<file path="src/rtl/result_writer_pkg.sv">
// result_writer_pkg: shared state encodings, lane count and byte-mask helper
package result_writer_pkg;

    localparam logic [1:0] ST_IDLE    = 2'd0;
    localparam logic [1:0] ST_COLLECT = 2'd1;
    localparam logic [1:0] ST_DRAIN   = 2'd2;
    localparam logic [1:0] ST_DONE    = 2'd3;
    localparam int LANES = 4;

    typedef enum logic [1:0] {
        IDLE    = ST_IDLE,
        COLLECT = ST_COLLECT,
        DRAIN   = ST_DRAIN,
        DONE    = ST_DONE
    } state_t;

    function automatic logic [LANES-1:0] lane_mask(input logic [1:0] last_lane);
        return {LANES{1'b1}} >> (2'd3 - last_lane);
    endfunction

endpackage

</file>
<file path="src/rtl/result_writer_if.sv">
// result_writer_if: req/ack word-write port towards the output SRAM
interface result_writer_if #(
    parameter int ADDR_WIDTH = 10,
    parameter int MEM_DWIDTH = 32
);
    logic                  mem_req;
    logic [ADDR_WIDTH-1:0] mem_addr;
    logic [MEM_DWIDTH-1:0] mem_wdata;
    logic [3:0]            mem_wmask;
    logic                  mem_ack;

    modport master (output mem_req, mem_addr, mem_wdata, mem_wmask, input mem_ack);
    modport slave  (input mem_req, mem_addr, mem_wdata, mem_wmask, output mem_ack);
endinterface

</file>
<file path="src/rtl/result_writer_sync_fifo.sv">
// sync_fifo: show-ahead synchronous FIFO with flush; push on full is accepted only alongside a pop
module sync_fifo #(
    parameter int WIDTH = 36,
    parameter int DEPTH = 4,
    localparam int AW = $clog2(DEPTH),
    localparam int LW = AW + 1
) (
    input  logic             clk,
    input  logic             reset,
    input  logic             flush,
    input  logic             push,
    input  logic             pop,
    input  logic [WIDTH-1:0] din,
    output logic [WIDTH-1:0] dout,
    output logic             full,
    output logic             empty,
    output logic [LW-1:0]    level
);
    logic [WIDTH-1:0] store [DEPTH];
    logic [LW-1:0]    wp, rp;
    logic             do_push, do_pop;

    assign level   = wp - rp;
    assign full    = level == LW'(DEPTH);
    assign empty   = wp == rp;
    assign do_pop  = pop && !empty;
    assign do_push = push && (!full || do_pop);
    assign dout    = store[rp[AW-1:0]];

    // pointer update; flush empties the queue without touching storage
    always_ff @(posedge clk) begin
        if (reset || flush) begin
            wp <= '0;
            rp <= '0;
        end else begin
            if (do_push) wp <= wp + 1'b1;
            if (do_pop) rp <= rp + 1'b1;
        end
    end

    // storage write
    always_ff @(posedge clk) begin
        if (do_push) store[wp[AW-1:0]] <= din;
    end
endmodule

</file>
<file path="src/rtl/result_writer.sv">
// result_writer: packs result bytes into 32-bit words and drains them to SRAM over req/ack
module result_writer
    import result_writer_pkg::*;
#(
    parameter int RESULT_DWIDTH = 8,
    parameter int MEM_DWIDTH    = 32,
    parameter int ADDR_WIDTH    = 10,
    parameter int CNT_WIDTH     = 16,
    parameter int FIFO_DEPTH    = 4
) (
    input  logic                     clk,
    input  logic                     reset,
    input  logic                     start,
    input  logic [ADDR_WIDTH-1:0]    base_addr,
    input  logic [CNT_WIDTH-1:0]     num_results,
    input  logic [RESULT_DWIDTH-1:0] result_data,
    input  logic                     result_valid,
    result_writer_if.master          mem,
    output logic                     busy,
    output logic                     done,
    output logic                     fifo_ovrflow
);
    localparam int LW = $clog2(FIFO_DEPTH) + 1;

    state_t                               state;
    logic [1:0]                           lane;
    logic [CNT_WIDTH-1:0]                 cnt, num, cnt_nx;
    logic [(LANES-1)*RESULT_DWIDTH-1:0]   lbuf;
    logic [ADDR_WIDTH-1:0]                addr;
    logic [MEM_DWIDTH-1:0]                word;
    logic [MEM_DWIDTH+LANES-1:0]          head;
    logic [LW-1:0]                        level;
    logic                                 accept, last, push, pop, full, empty;

    assign accept = state == COLLECT && result_valid && !start;
    assign cnt_nx = cnt + 1'b1;
    assign last   = cnt_nx == num;
    assign push   = accept && (lane == 2'd3 || last);
    assign pop    = mem.mem_req && mem.mem_ack;

    // assemble the outgoing word from buffered lanes plus the incoming byte; unused lanes stay 0
    always_comb begin
        word = '0;
        for (int i = 0; i < LANES - 1; i++)
            if (2'(i) < lane) word[i*RESULT_DWIDTH +: RESULT_DWIDTH] = lbuf[i*RESULT_DWIDTH +: RESULT_DWIDTH];
        word[lane*RESULT_DWIDTH +: RESULT_DWIDTH] = result_data;
    end

    sync_fifo #(.WIDTH(MEM_DWIDTH + LANES), .DEPTH(FIFO_DEPTH)) u_fifo (
        .clk   (clk),
        .reset (reset),
        .flush (start),
        .push  (push),
        .pop   (pop),
        .din   ({word, lane_mask(lane)}),
        .dout  (head),
        .full  (full),
        .empty (empty),
        .level (level)
    );

    // job FSM, byte counter, lane pointer, write address and sticky overflow
    always_ff @(posedge clk) begin
        if (reset) begin
            state <= IDLE;
            lane  <= '0;
            cnt   <= '0;
            num   <= '0;
            addr  <= '0;
            fifo_ovrflow <= 1'b0;
        end else if (start) begin
            state <= (num_results == '0) ? DONE : COLLECT;
            lane  <= '0;
            cnt   <= '0;
            num   <= num_results;
            addr  <= base_addr;
            fifo_ovrflow <= 1'b0;
        end else begin
            if (pop) addr <= addr + 1'b1;
            if (push && full && !pop) fifo_ovrflow <= 1'b1;
            if (accept) begin
                lane <= lane + 2'd1;
                cnt  <= cnt_nx;
            end
            if (accept && last) state <= DRAIN;
            else if (state == DRAIN && (empty || (pop && level == LW'(1)))) state <= DONE;
            else if (state == DONE) state <= IDLE;
        end
    end

    // partial-word byte buffer for lanes 0..2
    always_ff @(posedge clk) begin
        if (accept && lane != 2'd3) lbuf[lane*RESULT_DWIDTH +: RESULT_DWIDTH] <= result_data;
    end

    assign mem.mem_req  = !empty;
    assign mem.mem_addr = addr;
    assign {mem.mem_wdata, mem.mem_wmask} = empty ? '0 : head;
    assign busy = state != IDLE;
    assign done = state == DONE;
endmodule
</file>
<file path="src/flat_wrapper.sv">
// flat-port wrapper written by rule: the top's interface ports become plain ports
module result_writer_flat import result_writer_pkg::*;
#(
    parameter int RESULT_DWIDTH = 8,
    parameter int MEM_DWIDTH    = 32,
    parameter int ADDR_WIDTH    = 10,
    parameter int CNT_WIDTH     = 16,
    parameter int FIFO_DEPTH    = 4
)
  (clk, reset, start, base_addr, num_results, result_data, result_valid, busy, done, fifo_ovrflow, mem_mem_req, mem_mem_addr, mem_mem_wdata, mem_mem_wmask, mem_mem_ack);
  result_writer_if #(.ADDR_WIDTH(ADDR_WIDTH), .MEM_DWIDTH(MEM_DWIDTH)) mem_i ();
  input  logic clk;
  input  logic reset;
  input  logic start;
  input  logic [ADDR_WIDTH-1:0] base_addr;
  input  logic [CNT_WIDTH-1:0] num_results;
  input  logic [RESULT_DWIDTH-1:0] result_data;
  input  logic result_valid;
  output logic busy;
  output logic done;
  output logic fifo_ovrflow;
  output wire logic [$bits(mem_i.mem_req)-1:0] mem_mem_req;
  output wire logic [$bits(mem_i.mem_addr)-1:0] mem_mem_addr;
  output wire logic [$bits(mem_i.mem_wdata)-1:0] mem_mem_wdata;
  output wire logic [$bits(mem_i.mem_wmask)-1:0] mem_mem_wmask;
  input wire logic [$bits(mem_i.mem_ack)-1:0] mem_mem_ack;
  assign mem_mem_req = mem_i.mem_req;
  assign mem_mem_addr = mem_i.mem_addr;
  assign mem_mem_wdata = mem_i.mem_wdata;
  assign mem_mem_wmask = mem_i.mem_wmask;
  assign mem_i.mem_ack = mem_mem_ack;
  result_writer #(.RESULT_DWIDTH(RESULT_DWIDTH), .MEM_DWIDTH(MEM_DWIDTH), .ADDR_WIDTH(ADDR_WIDTH), .CNT_WIDTH(CNT_WIDTH), .FIFO_DEPTH(FIFO_DEPTH)) u_core (.clk(clk), .reset(reset), .start(start), .base_addr(base_addr), .num_results(num_results), .result_data(result_data), .result_valid(result_valid), .mem(mem_i), .busy(busy), .done(done), .fifo_ovrflow(fifo_ovrflow));
endmodule
</file>
<file path="config.mk">
export PLATFORM = sky130hd
export DESIGN_NAME = result_writer_flat
export DESIGN_NICKNAME = d
export VERILOG_FILES = /design/src/rtl/result_writer_pkg.sv /design/src/rtl/result_writer_if.sv /design/src/rtl/result_writer_sync_fifo.sv /design/src/rtl/result_writer.sv /design/src/flat_wrapper.sv
export SDC_FILE = /design/constraint.sdc
export NUM_CORES = 1
export LEC_CHECK = 0
export BUFFER_PORTS_ARGS = -buffer_cell sky130_fd_sc_hd__buf_4
export CORE_ASPECT_RATIO = 1.4
export CORE_UTILIZATION = 60
export DETAILED_ROUTE_END_ITERATION = 6
export HOLD_SLACK_MARGIN = 0.1
export MAX_ROUTING_LAYER = met4
export PLACE_DENSITY = 0.8
export SLEW_MARGIN = 10
export SYNTH_ARGS = -nofsm -noshare
export SYNTH_HDL_FRONTEND = slang
export SYNTH_HIERARCHICAL = 1
export SYNTH_SLANG_ARGS = --single-unit
</file>
<file path="constraint.sdc">
create_clock -name clk -period 7 [get_ports clk]
set_input_delay 1.4 -clock clk [delete_from_list [all_inputs] [get_ports clk]]
set_output_delay 1.4 -clock clk [all_outputs]
set_load 0.01 [all_outputs]
</file>
==> results of run 1 <==
-- cells in the final DEF, fill, tap and decap left out, types with 4 or more instances in the layout --
| cell type | Yosys | final |
|---|---|---|
| mux4_2 | 36 | 36 |
| xor2_1 | 21 | 21 |
| xnor2_1 | 19 | 19 |
| buf_4 | 1 | 96 |
| inv_1 | 11 | 11 |
| mux2i_1 | 24 | 24 |
| conb_1 | 1 | 4 |
| o21ai_0 | 7 | 7 |
| nand2_1 | 34 | 34 |
| dfxtp_1 | 55 | 54 |
| nor2_1 | 60 | 59 |
| edfxtp_1 | 168 | 168 |
| or3_1 | 4 | 4 |
| nand3_1 | 8 | 8 |
| clkbuf_16 | 0 | 21 |
| clkinvlp_4 | 0 | 4 |
| a21o_1 | 8 | 8 |
| nand4_1 | 9 | 9 |
| a21oi_1 | 15 | 15 |
| a22o_1 | 16 | 16 |
| nor2b_1 | 41 | 41 |
| nor4_1 | 6 | 6 |
| nor3_1 | 9 | 9 |
| ha_1 | 15 | 15 |
| and2_1 | 38 | 38 |
| clkinv_1 | 0 | 6 |
| and3_1 | 5 | 5 |
-- registers in the layout, summed over array words and instances, names as in the netlist, named ones only --
signal               cells
u_core/u_fifo/store    144
u_core/u_fifo/wp         3
u_core/state             2
u_core/fifo_ovrflow      1
u_core/lbuf             24
u_core/cnt              16
u_core/lane              2
u_core/mem.mem_addr     10
u_core/num              16
u_core/u_fifo/rp         3
-- routing by layer --
metal / vias up / part of all wire [%]
met4: 0 / 4.6
met2: 211 / 54
li1: 2775 / -
met5: - / 0
met1: 2975 / 37
met3: 63 / 5.1
-- worst max-delay path by stage --
stage	end	from	slack [ns]
finish	mem_mem_wdata[18]	u_core/u_fifo/wp[0]$_SDFFE_PP0P_	3.05
global placement	u_core/u_fifo/store[0][25]$_DFFE_PP_	result_valid	3.17
floorplan	u_core/u_fifo/store[0][0]$_DFFE_PP_	result_valid	3.31
detailed placement	u_core/u_fifo/store[0][27]$_DFFE_PP_	result_valid	3.01
CTS	mem_mem_wdata[27]	u_core/u_fifo/wp[0]$_SDFFE_PP0P_	2.98
global route	mem_mem_wdata[21]	u_core/u_fifo/wp[0]$_SDFFE_PP0P_	2.85
-- Yosys cell counts, drive strengths merged (2+ instances only) --
| cell type | count |
|---|---|
| inv | 12 |
| o22ai | 2 |
| a2111oi | 2 |
| buf | 18 |
| nand4 | 10 |
| nor4b | 3 |
| o31ai | 3 |
| a22o | 16 |
| dfxtp | 55 |
| nor3b | 2 |
| ha | 15 |
| a31oi | 3 |
| nor4 | 7 |
| xor2 | 22 |
| and3 | 6 |
| edfxtp | 168 |
| o31a | 2 |
| a21o | 8 |
| a311oi | 2 |
| and4 | 2 |
| and2 | 38 |
| or3 | 6 |
| nor2b | 41 |
| nand3 | 9 |
| nand3b | 3 |
| nand2 | 34 |
| or4 | 3 |
| xnor2 | 20 |
| clkbuf | 17 |
| nor3 | 9 |
| mux2i | 25 |
| o21ai | 9 |
| a21oi | 16 |
| nor2 | 60 |
| or2 | 3 |
| mux4 | 36 |
-- layout make-up --
class                   instances  area share, %
flip-flops and latches        223           54.3
multi-input cells             433           31.1
repair buffers                 96           6.37
clock buffers                  22           4.68
well taps                     199           2.20
clock inverters                14          0.896
inverters                      12          0.398
-- kinds of logic (layout without fill, tap and decap cells) --
family | Yosys count | in the layout | share of synthesized area, %
simple gates | 240 | 240 | 13.3
flops | 223 | 223 | 62.5
compound gates | 70 | 70 | 5.34
mux | 61 | 61 | 10.8
buf+inv | 47 | 144 | 1.97
xor+xnor | 42 | 42 | 3.89
fa+ha+maj | 16 | 16 | 2.11
other cells | 1 | 4 | 0.0381
-- tightest hold or removal path, stage by stage, from the launching register on --
cell and delay (ns):
dfxtp_1 0.35, nand2_1 0.07, mux2i_1 0.06
-- power groups by stage --
stage / registers [mW] / logic [mW] / clock network (mW)
3_3_place_gp: 1.46 / 0.0922 / 0
6_report: 1.43 / 0.0972 / 1.04
5_1_grt: 1.43 / 0.105 / 1.11
3_5_place_dp: 1.46 / 0.0954 / 0
2_1_floorplan: 1.46 / 0.0516 / 0
4_1_cts: 1.43 / 0.0972 / 1.06
==> run metrics, run 1 <==
CP Launch Type register; met2 Usage GRT 43.2%; share of the clock period used by the worst path 56.4%; Hold EP u_core/u_fifo/wp[0]$_SDFFE_PP0P_; Clk pin slew, worst setup/hold paths 0.06 ns; nets 841; Die ar. 16900 um^2; slew of the pin with the lowest slew margin 0.954 ns; VDD IR max 0.240 mV; Post-Syn Instances 700; Synth Register Bits 223; max-slew violations 0; Synth area leaders edfxtp_1 (51%), dfxtp_1 (11%), mux4_2 (8.2%); Clock Power Share 40.4%; Final Hold Vio Count 0; remaining global-route overflow 0; YS warnings 6; vias in the first global route 6188; WS Path Type reg -> out; hpwl dp 13000 um; Die X-Extent 110 um; utilization after layout 70.3%; Final ANT Viol Nets 0; core footprint 16100 um^2; Fill cells 1109; Power Density 227 nW/um^2; Non-Filler Instances 999; Finished Cell Area 11300 um^2; Worst Path Arrival 2.55 ns; Root Buffer Master clkbuf_16; max incr delay on CP 0.73 ns; Reg2Reg Setup Slack 3.44 ns; status completed; Fin Setup TNS 0 ns; DR pass1 iterations 5; Hold-fix buffers, CTS 0; max cap viols 0; CP max-delay cell nor2_4; CP max FO 39; standard-cell row count 55; I/O Buffers 88; CP Capture Type primary output; Net Sw Frac 20.2%; CTS H-tree lvls 1; RR Endpoint u_core/u_fifo/store[0][34]$_DFFE_PP_; GRT Util Overall 25.2%; Post-CTS Setup Bufs 0; post-place setup slack 3.01 ns; CP Depth 6; Layout Area Growth over Synthesis 15.0%; CTS tree yes; Routed Wire Length 20100 um; post-synthesis average cell area 14.0 um^2; Psw 0.518 mW; Sequential Area 6150 um^2; WP data required 5.60 ns; DIE HEIGHT 153 um; RD Place Congestion 0.896; DRC 0; initial antenna violation count 0; Placed Cells 963; worst hold slack 0.527 ns; Seq pwr share 55.8%; met3 usage 3.54%; internal power 2.05 mW; Comb pwr share 3.8%; hold path depth 2; final worst path period need 3.95 ns; drt wl/cell 20.1 um; detail-routed via count per cell 6.03; M1 GR Usage 28.4%; main flop type after synthesis edfxtp_1; RSZ-0062 raised after global routing false; synth unique cells 66; Cell Area, Placed 10700 um^2; starting density of the core 61.1%; delay-heaviest family, CP simple AND/OR/NAND/NOR gates; Clock Skew 0.0119 ns; largest net degree at the start of global routing 40; clock buffer depth 3; cell taking the most area after synthesis edfxtp_1; global-route wire length before repair 31500 um; Starting DRT DRC Count 324; Leak 4.00 nW; clk_lat worst skew 0.49 ns; # diodes 0; Final setup viols 0; Async SR Flop Fraction 0%; fin worst setup slack 3.05 ns; CP Cell Sequence inv_1, ha_1, nand2_1, nor2_4, nor2b_1, buf_4; CTS sink count 223; CP bufs+invs 2; Hold Startpoint u_core/u_fifo/wp[0]$_SDFFE_PP0P_; total number of vias 6024; area of the multi-input gates 3520 um^2; Fmax 253 MHz; # IOs 89; CTS Buf Count 20; EDFF count, synth 168; post_cts resized 0; R2R cell count 9; share of post-route cells with drive strength above 1 22.8%; Slew Limit Headroom 36.2%; Worst Hold Class reg -> reg; worst reg2reg path startpoint u_core/cnt[0]$_SDFFE_PP0P_; synthesized area 9830 um^2; total power 2.57 mW; GRT busiest layer met2; Synth top area share 51.3%; register area share after synthesis 62.5%
Note: power is estimated with default switching activity, not from simulation.
==> inputs of run 2 (changes only) <==
--- a/config.mk
+++ b/config.mk
@@ -5,13 +5,14 @@
 export SDC_FILE = /design/constraint.sdc
 export NUM_CORES = 1
 export LEC_CHECK = 0
+export ABC_AREA = 1
 export BUFFER_PORTS_ARGS = -buffer_cell sky130_fd_sc_hd__buf_4
 export CORE_ASPECT_RATIO = 1.4
-export CORE_UTILIZATION = 60
+export CORE_UTILIZATION = 54
 export DETAILED_ROUTE_END_ITERATION = 6
 export HOLD_SLACK_MARGIN = 0.1
 export MAX_ROUTING_LAYER = met4
-export PLACE_DENSITY = 0.8
+export PLACE_DENSITY = 0.76
 export SLEW_MARGIN = 10
 export SYNTH_ARGS = -nofsm -noshare
 export SYNTH_HDL_FRONTEND = slang
==> constraint.sdc (replaced) <==
create_clock -name clk -period 3.32 [get_ports clk]
set_input_delay 0.664 -clock clk [delete_from_list [all_inputs] [get_ports clk]]
set_output_delay 0.664 -clock clk [all_outputs]
set_load 0.01 [all_outputs]
==> run 2 against run 1 <==
Synthesized area increased by 3.0%. Utilization decreased by 4.9 points. Clock power increased by 130%. Register-to-register slack got worse by 2.9 ns. Global-route usage decreased by 2.0 points. Worst setup slack got worse by 2.7 ns. Clock skew decreased by 0.0039 ns. Critical path type unchanged. Sequential share of layout area decreased by 2.5 points. Hold slack got worse by 0.13 ns. Cell area increased by 4.8%.
==> run metrics, run 2 <==
initial antenna violation count 0 (unchanged); final worst path period need 2.93 ns; Worst Hold Class in -> reg; Fmax 341 MHz; Die ar. 19300 um^2 (+14%); most frequent cells in the layout nor2_1 (185), edfxtp_1 (168), nand2_1 (142); nets 1205 (+43%); worst hold slack 0.396 ns (-0.131 ns); Post-CTS Setup Bufs 0 (unchanged); CP max FO 37 (-5.1%); Synth Area in Simple Gates 19.0% (+5.7 points); total number of vias 7505 (+25%); Cell Area, Placed 11200 um^2 (+4.4%); main flop type after synthesis edfxtp_1; starting density of the core 55.8% (-5.2 points); max cap viols 0 (unchanged); Clock Skew 0.00795 ns (-0.00392 ns); Clock Power Share 42.7% (+2.3 points); clk_lat worst skew 0.49 ns (about the same); Non-Filler Instances 1404 (+41%); RD Place Congestion 0.899 (+0.33%); Root Buffer Master clkbuf_16; Layout Area Growth over Synthesis 17.1%; RSZ-0062 raised after global routing false; Comb pwr share 4.1% (+0.3 points); Psw 1.11 mW (+110%); largest net degree at the start of global routing 73 (+83%); DIE HEIGHT 164 um (+6.9%); CP Capture Type primary output; Placed Cells 1367 (+42%); I/O Buffers 88 (unchanged); max incr delay on CP 0.40 ns (-0.33 ns); CTS tree yes; remaining global-route overflow 0 (unchanged); Routed Wire Length 21400 um (+6.6%); most frequent cell after synthesis nor2_1; Slew Limit Headroom 54.2% (+18 points); synthesized area 10100 um^2 (+3.0%); Seq pwr share 53.2% (-2.6 points); Clk pin slew, worst setup/hold paths 0.06 ns (about the same); vias in the first global route 7142 (+15%); Finished Cell Area 11900 um^2 (+4.8%); Final ANT Viol Nets 0 (unchanged); WP data required 2.66 ns (-2.94 ns); fin worst setup slack 0.387 ns (-2.67 ns); core footprint 18100 um^2 (+13%); max reg flops 144 (unchanged); max-slew violations 0 (unchanged); Fill cells 1404 (+27%); CTS Buf Count 21 (+5.0%); Net Sw Frac 19.5% (-0.70 points); XOR/XNOR share of the synthesized area 1.09% (-2.8 points); # diodes 0 (unchanged); synth unique cells 41 (-38%); mux cell area share after synthesis 0% (-11 points); post_cts resized 0 (unchanged); hpwl dp 14800 um (+14%); internal power 4.59 mW (+120%); CTS sink count 223 (unchanged); Power Density 481 nW/um^2 (+110%); # IOs 89 (unchanged); slew of the pin with the lowest slew margin 0.687 ns (-0.268 ns); top post-synthesis cells by count nor2_1 (188), edfxtp_1 (168), nand2_1 (142); Final Hold Vio Count 0 (unchanged); CP Cell Sequence inv_1, ha_1, nand2_1, inv_1, nand3_4, inv_1, buf_4, nor2_1, buf_4; drt wl/cell 15.2 um (-24%); CP max-delay cell dfxtp_1; global-route wire length before repair 34600 um (+10%); Worst Path Arrival 2.27 ns (-0.28 ns); detail-routed via count per cell 5.35 (-11%); most used cell, CP inv_1; Synth Register Bits 223 (unchanged); CTS H-tree lvls 1 (unchanged); cell taking the most area after synthesis edfxtp_1; combinational family with the most area after synthesis simple AND/OR/NAND/NOR gates; GRT Util Overall 23.2% (-2.0 points); WS Path Type reg -> out; share of post-route cells with drive strength above 1 14.9% (-7.9 points); status completed; DRC 0 (unchanged); Post-Synth Adder-Cell Area 2.05% (-0.062 points); CP Launch Type register; EDFF count, synth 168 (unchanged); Hold-fix buffers, CTS 0 (unchanged); most common cell after layout, fill and taps aside nor2_1; YS warnings 6 (unchanged); Synth area leaders edfxtp_1 (50%), dfxtp_1 (11%), nor2_1 (7.0%); DR pass1 iterations 7 (+2); Post-Syn Instances 1062 (+52%); Starting DRT DRC Count 591 (+82%); clock buffer depth 3 (unchanged); share of the clock period used by the worst path 88.3%; Async SR Flop Fraction 0% (unchanged); Die X-Extent 118 um (+6.9%); VDD IR max 0.673 mV (+180%); post-place setup slack 0.490 ns (-2.52 ns); register area share after synthesis 60.7% (-1.8 points); Final setup viols 0 (unchanged); Leak 4.75 nW (+19%); standard-cell row count 58 (+5.5%); Synth Area in Compound Gates 11.0% (+5.7 points); post-synthesis average cell area 9.54 um^2 (-32%); Synth top area share 49.8% (-1.5 points)
## run 2: cell count changes in the layout (fill, tap and decap cells not counted), moves of 37 or more
cell     change
nor2_1     +126
nand2_1    +108
inv_1       +96
and2_1      -37
nand3_1     +46
nor2b_1     -41
o21ai_0    +107
## run 2: cell type report
class                           instances  area (um^2)  share of cell area, %
Sequential cell                       223         6150                   51.8
Timing Repair Buffer                  108          873                   7.36
Clock buffer                           32          607                   5.12
Clock inverter                          5         98.8                  0.834
Inverter                              116          435                   3.67
Multi-Input combinational cell        680         3400                   28.6
Tap cell                              240          300                   2.53
## run 2: per-layer routing
| layer | track usage [%] | part of all wire [%] | vias to the layer above |
|---|---|---|---|
| li1 | - | - | 3767 |
| met1 | 26.0 | 40 | 3462 |
| met2 | 42.7 | 53 | 234 |
| met3 | 2.67 | 4.7 | 42 |
| met4 | 7.98 | 2.9 | 0 |
| met5 | - | 0 | - |
## run 2: stage by stage
step | power, mW | util, % | TNS (ns)
finish | 5.71 | 65.4 | 0
global placement | 3.32 | 61.5 | 0
CTS | 5.74 | 65.4 | 0
floorplan | 3.22 | - | -52.83
global route | 5.89 | 65.4 | 0
detailed placement | 3.33 | 61.5 | 0
## run 2: final timing paths
check                                    from                              endpoint  slack [ns]  cells after the start
max reg2reg  u_core/u_fifo/wp[0]$_SDFFE_PP0P_  u_core/u_fifo/store[0][19]$_DFFE_PP_        0.58                     14
min reg2reg  u_core/fifo_ovrflow$_SDFFE_PP0P_      u_core/fifo_ovrflow$_SDFFE_PP0P_        0.47                      2
min                              base_addr[8]   u_core/mem.mem_addr[8]$_SDFFE_PP0P_        0.40                      3
max          u_core/u_fifo/wp[0]$_SDFFE_PP0P_                      mem_mem_wdata[7]        0.39                      9
## run 2: kinds of logic (layout without fill, tap and decap cells)
kind of cell,after synthesis,after routing
buf+inv,162,261
simple gates,441,441
other cells,1,4
flops,223,223
fa+ha+maj,16,16
xor+xnor,11,11
compound gates,208,208
## run 2: power by group through the flow
stage	Combinational (mW)	Sequential [mW]	Clock (mW)
2_1_floorplan	0.129	3.09	0
3_3_place_gp	0.228	3.09	0
3_5_place_dp	0.233	3.09	0
4_1_cts	0.234	3.03	2.47
5_1_grt	0.262	3.04	2.59
6_report	0.235	3.04	2.44
## run 2: worst max-delay path: cells and delay by family (launching register included)
family	cells	cell delay, ns
simple gates	3	0.25
fa+ha+maj	1	0.30
buf+inv	5	0.78
flops	1	0.40
==> inputs of run 3 (changes only) <==
--- a/config.mk
+++ b/config.mk
@@ -5,7 +5,6 @@
 export SDC_FILE = /design/constraint.sdc
 export NUM_CORES = 1
 export LEC_CHECK = 0
-export ABC_AREA = 1
 export BUFFER_PORTS_ARGS = -buffer_cell sky130_fd_sc_hd__buf_4
 export CORE_ASPECT_RATIO = 1.4
 export CORE_UTILIZATION = 54
==> run 3 against run 2 <==
Critical path depth is the same. Die area shrank 2.9%. Cell area shrank 2.2%. Critical path type is now reg -> reg.
==> run metrics, run 3 (synthesized netlist as in run 1, its figures left out) <==
status completed; Die X-Extent 116 um (-1.4%); drt wl/cell 18.7 um (+23%); clk_lat worst skew 0.50 ns (about the same); Cell Area, Placed 10900 um^2 (-2.2%); core footprint 17900 um^2 (-1.2%); Fin Setup TNS 0 ns (unchanged); Slew Limit Headroom 54.6% (+0.37 points); max cap viols 0 (unchanged); Leak 4.11 nW (-13%); Root Buffer Master clkbuf_16; Post-CTS Setup Bufs 0 (unchanged); max incr delay on CP 0.55 ns (+0.15 ns); Hold-fix buffers, CTS 0 (unchanged); starting density of the core 54.9% (-0.97 points); Starting DRT DRC Count 383 (-35%); VDD IR max 0.377 mV (-44%); # IOs 89 (unchanged); CTS tree yes; GRT Util Overall 22.4% (-0.76 points); Power Density 483 nW/um^2 (+0.40%); Layout Area Growth over Synthesis 18.0%; worst reg2reg path startpoint u_core/cnt[1]$_SDFFE_PP0P_; Worst Path Arrival 3.29 ns (+1.02 ns); detail-routed via count per cell 5.68 (+6.3%); I/O Buffers 88 (unchanged); Worst Hold Class in -> reg; clock buffer depth 3 (unchanged); hpwl dp 13400 um (-9.2%); post-place setup slack 0.160 ns (-0.330 ns); utilization after layout 64.7% (-0.64 points); DIE HEIGHT 162 um (-1.5%); share of post-route cells with drive strength above 1 24.8% (+10 points); max reg flops 144 (unchanged); most common cell after layout, fill and taps aside edfxtp_1; vias in the first global route 6025 (-16%); total number of vias 5983 (-20%); CP max-delay cell or4_4; Final ANT Viol Nets 0 (unchanged); CP Launch Type register; Reg2Reg Setup Slack 0.22 ns (-0.36 ns); slew of the pin with the lowest slew margin 0.676 ns (-0.0107 ns); CP Cell Sequence ha_2, nand3_2, or4_4, a2111oi_4, nand4_2, o21ai_2, a21boi_4, and2_2, buf_4; CTS Buf Count 21 (unchanged); initial antenna violation count 0 (unchanged); Die ar. 18800 um^2 (-2.9%); remaining global-route overflow 0 (unchanged); CTS H-tree lvls 1 (unchanged); share of the clock period used by the worst path 93.4% (+5.0 points); RSZ-0062 raised after global routing false; WS Path Type reg -> reg; CP Capture Type register; CP max FO 13 (-65%); CP bufs+invs 1 (-4); global-route wire length before repair 31500 um (-9.1%); standard-cell row count 58 (unchanged); worst hold slack 0.402 ns (+0.00529 ns); Final Hold Vio Count 0 (unchanged); delay-heaviest family, CP simple AND/OR/NAND/NOR gates; final worst path period need 3.10 ns (+0.167 ns); fin worst setup slack 0.220 ns (-0.167 ns); largest net degree at the start of global routing 39 (-47%); Clock Skew 0.0110 ns (+0.00310 ns); nets 853 (-29%); CTS sink count 223 (unchanged); Fill cells 1297 (-7.6%); DR pass1 iterations 5 (-2); Fmax 323 MHz (-5.4%); Critical Path Source u_core/cnt[1]$_SDFFE_PP0P_; Hold Startpoint base_addr[0]; WP data required 3.51 ns (+0.85 ns); Final setup viols 0 (unchanged); RD Place Congestion 0.938 (+4.4%); # diodes 0 (unchanged); post_cts resized 0 (unchanged); Routed Wire Length 19700 um (-7.8%); DRC 0 (unchanged); max-slew violations 0 (unchanged); Finished Cell Area 11600 um^2 (-2.2%); Clk pin slew, worst setup/hold paths 0.06 ns (about the same); most frequent cells in the layout edfxtp_1 (168), buf_4 (100), nor2_1 (59)
-- run 3: final cells by class --
class	count	area (um^2)	area share, %
inverter	12	45.0	0.388
multi-input combinational	433	3530	30.4
sequential	223	6150	53.0
clock buffer	27	568	4.90
clock inverter	11	120	1.04
tap	240	300	2.59
timing repair buffer	107	891	7.68
-- run 3: final timing paths --
path                                          endpoint  cells past startpoint
setup / recovery  u_core/u_fifo/store[1][13]$_DFFE_PP_                      9
hold / removal     u_core/mem.mem_addr[0]$_SDFFE_PP0P_                      3
setup reg to reg  u_core/u_fifo/store[1][13]$_DFFE_PP_                      9
hold reg to reg       u_core/fifo_ovrflow$_SDFFE_PP0P_                      2
-- run 3: power breakdown --
part           switching, mW  leakage, nW  internal, mW
Clock                  0.997        0.329          1.38
Combinational          0.112         1.82        0.0971
Sequential            0.0234         1.96          3.00
Total                   1.13         4.11          4.47
-- run 3: stage by stage --
stage                     power, mW  cells
after global placement         3.28   1015
after global routing           5.78   1053
after CTS                      5.64   1053
after detailed placement       3.29   1015
after floorplan                3.19    703
final                          5.60   1053
-- run 3: tightest hold or removal path, delay by kind of cell --
kind / cells / cell delay (ns)
compound gates: 1 / 0.05
buf+inv: 1 / 0.07
simple gates: 1 / 0.07
-- run 3: routing by layer --
metal / vias up / GRT usage, % / part of all wire [%]
li1: 2791 / - / -
met1: 3012 / 26.1 / 39
met2: 148 / 40.0 / 55
met3: 32 / 2.61 / 3.6
met4: 0 / 7.40 / 2.7
met5: - / - / 0
